[src/rtl/uart_fifo_pkg.sv]
// Shared constants and elaboration helpers for the UART datapath FIFO.
package uart_fifo_pkg;

   localparam int unsigned UART_FIFO_DATA_W = 8;
   localparam int unsigned UART_FIFO_DEPTH  = 16;

   // Pointer width: address bits plus one wrap bit.
   function automatic int unsigned ptr_width(input int unsigned depth);
      return $clog2(depth) + 1;
   endfunction

   // Depth must be a power of two >= 2 and AE_THRESH < AF_THRESH <= DEPTH.
   function automatic bit params_legal(input int unsigned depth,
                                       input int unsigned af_thresh,
                                       input int unsigned ae_thresh);
      return (depth >= 2) && ((depth & (depth - 1)) == 0) &&
             (ae_thresh < af_thresh) && (af_thresh <= depth);
   endfunction

endpackage

[src/rtl/uart_fifo_ram.sv]
// Simple dual-port storage for uart_fifo_gen.
// UART_FIFO_FWFT_EN: read port is asynchronous; otherwise it is registered and resets to 0.
module uart_fifo_ram
   import uart_fifo_pkg::*;
#(
   parameter int unsigned DATA_W = UART_FIFO_DATA_W,
   parameter int unsigned DEPTH  = UART_FIFO_DEPTH,
   parameter int unsigned AW     = $clog2(DEPTH)
) (
   input  logic              clk,
   input  logic              srst,
   input  logic              we_i,
   input  logic [AW-1:0]     waddr_i,
   input  logic [DATA_W-1:0] wdata_i,
   input  logic              re_i,
   input  logic [AW-1:0]     raddr_i,
   output logic [DATA_W-1:0] rdata_o
);

   logic [DATA_W-1:0] mem_q [DEPTH];

   // Storage write port; contents are deliberately not reset.
   always_ff @(posedge clk) begin
      if (we_i) mem_q[waddr_i] <= wdata_i;
   end

`ifdef UART_FIFO_FWFT_EN
   logic unused_ok;
   assign unused_ok = ^{srst, re_i};

   // Head entry falls through combinationally.
   assign rdata_o = mem_q[raddr_i];
`else
   logic [DATA_W-1:0] rdata_q;

   // Registered read: popped word appears the cycle after the accepted read.
   always_ff @(posedge clk) begin
      if (srst)      rdata_q <= '0;
      else if (re_i) rdata_q <= mem_q[raddr_i];
   end

   assign rdata_o = rdata_q;
`endif

endmodule

[src/rtl/uart_fifo_gen.sv]
// Parametrised synchronous FIFO with occupancy, thresholds and sticky error flags.
// Optional first-word-fall-through read mode via macro UART_FIFO_FWFT_EN.
module uart_fifo_gen
   import uart_fifo_pkg::*;
#(
   parameter int unsigned DATA_W    = UART_FIFO_DATA_W,
   parameter int unsigned DEPTH     = UART_FIFO_DEPTH,
   parameter int unsigned AF_THRESH = DEPTH - 2,
   parameter int unsigned AE_THRESH = 2,
   localparam int unsigned PW       = ptr_width(DEPTH),
   localparam int unsigned AW       = PW - 1
) (
   input  logic              clk,
   input  logic              srst,
   input  logic [DATA_W-1:0] din,
   input  logic              wr_en,
   input  logic              rd_en,
   input  logic              err_clr,
   output logic [DATA_W-1:0] dout,
   output logic              full,
   output logic              empty,
   output logic              almost_full,
   output logic              almost_empty,
   output logic [PW-1:0]     count,
   output logic              overflow,
   output logic              underflow
);

   // Reject illegal parameter sets at elaboration.
   if (!params_legal(DEPTH, AF_THRESH, AE_THRESH)) begin : g_bad_params
      $error("uart_fifo_gen: illegal DEPTH/AF_THRESH/AE_THRESH");
   end

   logic [PW-1:0] wr_ptr_q, wr_ptr_d;
   logic [PW-1:0] rd_ptr_q, rd_ptr_d;
   logic [PW-1:0] count_q, count_d;
   logic          overflow_q, overflow_d;
   logic          underflow_q, underflow_d;
   logic          wr_acc, rd_acc;

   // Flags decode from the registered count.
   assign full         = (count_q == PW'(DEPTH));
   assign empty        = (count_q == '0);
   assign almost_full  = (count_q >= PW'(AF_THRESH));
   assign almost_empty = (count_q <= PW'(AE_THRESH));
   assign count        = count_q;
   assign overflow     = overflow_q;
   assign underflow    = underflow_q;

   assign wr_acc = wr_en && !full;
   assign rd_acc = rd_en && !empty;

   // Next-state: pointer advance, occupancy and sticky errors (set beats clear).
   always_comb begin
      wr_ptr_d    = wr_ptr_q;
      rd_ptr_d    = rd_ptr_q;
      count_d     = count_q + PW'(wr_acc) - PW'(rd_acc);
      overflow_d  = overflow_q;
      underflow_d = underflow_q;
      if (wr_acc) wr_ptr_d = wr_ptr_q + PW'(1);
      if (rd_acc) rd_ptr_d = rd_ptr_q + PW'(1);
      if (err_clr) begin
         overflow_d  = 1'b0;
         underflow_d = 1'b0;
      end
      if (wr_en && full)  overflow_d  = 1'b1;
      if (rd_en && empty) underflow_d = 1'b1;
   end

   // State registers; srst discards all stored data.
   always_ff @(posedge clk) begin
      if (srst) begin
         wr_ptr_q    <= '0;
         rd_ptr_q    <= '0;
         count_q     <= '0;
         overflow_q  <= 1'b0;
         underflow_q <= 1'b0;
      end else begin
         wr_ptr_q    <= wr_ptr_d;
         rd_ptr_q    <= rd_ptr_d;
         count_q     <= count_d;
         overflow_q  <= overflow_d;
         underflow_q <= underflow_d;
      end
   end

   uart_fifo_ram #(
      .DATA_W (DATA_W),
      .DEPTH  (DEPTH),
      .AW     (AW)
   ) u_ram (
      .clk     (clk),
      .srst    (srst),
      .we_i    (wr_acc),
      .waddr_i (wr_ptr_q[AW-1:0]),
      .wdata_i (din),
      .re_i    (rd_acc),
      .raddr_i (rd_ptr_q[AW-1:0]),
      .rdata_o (dout)
   );

endmodule

[config.mk]
export PLATFORM = sky130hd
export DESIGN_NAME = uart_fifo_gen
export DESIGN_NICKNAME = d
export VERILOG_FILES = /design/src/rtl/uart_fifo_pkg.sv /design/src/rtl/uart_fifo_ram.sv /design/src/rtl/uart_fifo_gen.sv
export SDC_FILE = /design/constraint.sdc
export NUM_CORES = 1
export LEC_CHECK = 0
export ABC_AREA = 0
export CAP_MARGIN = 20
export CELL_PAD_IN_SITES_DETAIL_PLACEMENT = 1
export CELL_PAD_IN_SITES_GLOBAL_PLACEMENT = 2
export CORE_UTILIZATION = 41
export CTS_CLUSTER_DIAMETER = 200
export DETAILED_ROUTE_END_ITERATION = 12
export GPL_ROUTABILITY_DRIVEN = 1
export PLACE_DENSITY = 0.83
export SYNTH_ARGS = -nofsm -noshare
export SYNTH_HDL_FRONTEND = slang
export SYNTH_SLANG_ARGS = --single-unit
[constraint.sdc]
create_clock -name clk -period 2.57 [get_ports clk]
set_input_delay 0.514 -clock clk [delete_from_list [all_inputs] [get_ports clk]]
set_output_delay 0.514 -clock clk [all_outputs]
set_load 0.05 [all_outputs]
==> run_results.csv <==
group,metric,value,unit
setup_path,arrival,2.82,ns
synth,synth-edff-count,128,
sta,finalSetupTns,0,ns
power,p_sw,2350,uW
finish,fillers,1313,
clocking,clk_path_buf_depth,2,
clocking,clock_latency,0.43,ns
setup_path,endpoint_kind,"flip-flop",
sta,slew-limit-headroom,62.1,%
power,combinationalPowerShare,27.9,%
clocking,hold_buffers,0,
sta,worst_pin_slew,0.566,ns
setup_path,startpoint_type,"flip-flop",
setup_path,slowest_delay,0.48,ns
finish,seqCellArea,0.00432,sq mm
place,place.port_buffers,31,
detailed_routing,ant_nets,0,
setup_path,path_max_fanout,3,
detailed_routing,drcViolationCount,4,
global_route,grt-ovfl-total,0,
die,core,0.0147,sq mm
setup_path,r2r.worst_path.cells,14,
sta,hold_ws,0.520,ns
synth,synth_cell_types,37,
sta,timing.fmax,397,MHz
global_route,grt_pass1_wl,20500,um
synth,avgSynthCellArea,18.4,sq um
power,fin_total_pwr,7740,uW
synth,synth.top_cells.by_count,"128 x edfxtp_1, 27 x mux4_1, 24 x nor2_1",
detailed_routing,avgViaCountPerCell,5.43,
worst_hold_path,whs_endpoint,"u_ram.rdata_o[1]",
clocking,htreeDepth,4,
setup_path,reg2reg_from,"count[3]",
synth,yosys_warnings,0,
die,dieArea,0.0157,sq mm
clocking,clk_pin_slew,0.06,ns
sta,fin_crit,2.52,ns
sta,finClkSkew,0.00989,ns
finish,multi_input_area,0.00180,sq mm
sta,setup_viol,0,
synth,yosysSeqAreaShare,69.1,%
worst_hold_path,min_path_cells,2,
synth,synthTopCellsByArea,"edfxtp_1 62%, mux4_1 11%, dfxtp_1 7.4%",
flow_run,cap_violations,0,
synth,synthCells,338,
global_route,grt_max_degree,36,
worst_hold_path,hold_path_class,"flip-flop to flip-flop",
synth,synth.most_common_cell,"edfxtp_1",
detailed_routing,wirelength,13100,um
run_status,violations,"design-rule violations",
setup_path,crit_family,"adder cells",
synth,synth_ff_type,"edfxtp_1",
detailed_routing,wl_per_cell,22.0,um
global_route,antenna_found_initial,0,
setup_path,cp_cell_sequence,"inv_4, ha_4, or4b_4, nand2_4, inv_6, ha_4, inv_2, ha_4, inv_2, fa_2, o21bai_1, a21oi_1, xnor2_1, nor2_1",
die,fp.dieH,125,um
sta,hold_viol,0,
run_status,outcome,"finished, violations left",
worst_hold_path,hold_start,"u_ram.rdata_o[1]",
sta,fin_crit_sh,97.9,%
synth,async_reset_ff_share,0,%
power,p_leak,0.00261,uW
setup_path,r2r_setup_slack,0.05,ns
setup_path,cpMaxStageDelayCell,"or4b_4",
detailed_routing,firstDrtPassIters,8,
global_route,grt_usage,18.2,%
power,p_int,5390,uW
setup_path,path_common_cell,"ha_4",
power,clkPwrFrac,33.5,%
die,floorplan.rows,44,
setup_path,required,2.87,ns
setup_path,crit_buf_inv,4,
power,ir_worst_vdd,0.513,mV
finish,nets,430,
die,chipWidth,125,um
power,swShare,30.4,%
global_route,grt_pass1_vias,3504,
detailed_routing,drt_iter0_drc,214,
synth,ys_ff_latch,151,
power,pwr_density_cell,1020,mW/mm^2
clocking,cts.sinks,151,
place,hpwl,8280,um
clocking,cts_tree,"built",
detailed_routing,via_count,3244,
finish,synthToLayoutAreaGrowth,21.7,%
synth,synth.top_cell.area_share,61.7,%
synth,netlist_area,0.00623,sq mm
die,start_util,42.4,%
setup_path,worstSetupPathType,"flip-flop to flip-flop",
finish,antenna_cells,0,
die,ios,32,
power,seq_power_share,38.6,%
synth,yosysTopAreaCell,"edfxtp_1",
finish,drive_gt1_share,20.6,%
finish,fin_util,51.6,%
sta,drv_slew,0,
clocking,clockRootBuffer,"clkbuf_16",
synth,syn-num-nets,368,
sta,rsz0062_at_grt,"true",
setup_path,reg2reg_to,"count[4]",
clocking,cts_made_buffers,17,
place,globalplace.congestion,0.741,
through the flow:
| step | cell area [sq um] | cells | setup slack [ns] |
|---|---|---|---|
| after floorplan | 6270 | 338 | -0.0851 |
| after global placement | 6940 | 564 | -0.00121 |
| after detailed placement | 6940 | 564 | -0.0566 |
| after CTS | 7580 | 597 | 0.0243 |
| after global routing | 7580 | 597 | -0.0422 |
| final | 7580 | 597 | 0.0540 |
area by class of cell:
cell class	instances	share of cell area, %
Inverter	14	0.825
Timing Repair Buffer	60	7.21
Multi-Input combinational cell	156	23.8
Clock inverter	13	2.21
Clock buffer	19	5.98
Tap cell	184	3.04
Sequential cell	151	56.9
worst reg2reg max path: cells and delay by family (launching register included):
kind / cells / cell delay, ns
XOR/XNOR: 1 / 0.13
AND/OR/NAND/NOR: 3 / 0.65
flip-flops: 1 / 0.35
adder cells (fa/ha/maj): 4 / 0.79
buffers and inverters: 4 / 0.21
AO/OA/AOI/OAI: 2 / 0.28
metal layers:
metal  global-route usage [%]  share of wire, %
met1                     22.8                42
met2                     29.7                50
met3                     5.56               6.4
met4                     7.53               1.7
met5                        0                 0
repair_timing:
item,CTS,global route
setup endpoints to repair,4,1
gates resized for setup,6,1
pin swaps,5,0
buffers inserted,1,0
worst max-delay path by stage:
stage	from	slack, ns	cells after the start	endpoint
3_3_place_gp	wr_en	-0.001	12	count[4]
5_1_grt	count[3]	-0.04	14	count[4]
4_1_cts	count[2]	0.02	14	count[4]
2_1_floorplan	count[3]	-0.09	15	count[4]
6_report	count[3]	0.05	14	count[4]
3_5_place_dp	wr_en	-0.06	12	count[4]
kinds of logic after synthesis:
group                    after synthesis  synth area share, %
AO/OA/AOI/OAI                         19                 2.23
XOR/XNOR                               9                 1.27
adder cells (fa/ha/maj)               17                 3.54
buffers and inverters                 31                 2.65
flip-flops                           151                 69.1
multiplexers                          48                 15.8
AND/OR/NAND/NOR                       63                 5.44
registers in the layout, summed over array words and instances (netlist names):
register,flops
rd_ptr_q,4
u_ram.rdata_o,8
overflow,1
u_ram.mem_q,128
underflow,1
count,5
wr_ptr_q,4
placed cells by master (no fill, tap or decap), drive strengths merged, types with 2 or more instances in the layout:
cell and instances:
edfxtp 128, mux4 32, buf 30, clkdlybuf4s50 27
nor2 24, dfxtp 23, clkbuf 19, inv 18
mux2i 16, ha 16, nand2 10, nand3b 9
o221ai 8, a21oi 7, clkinv 6, xnor2 5
nand3 4, nor3 4, xor2 4, nor2b 3
bufinv 3, dlygate4sd2 3, nand2b 2, o21bai 2
and3 2
power groups by stage:
stage               Clock [uW]  Combinational (uW)  Sequential [uW]
floorplan                    0                1260             3250
global placement             0                2080             3020
detailed placement           0                2140             3030
CTS                       2650                2190             2990
global route              2730                2310             3010
finish                    2590                2160             2980
(Power assumes the default switching activity.)
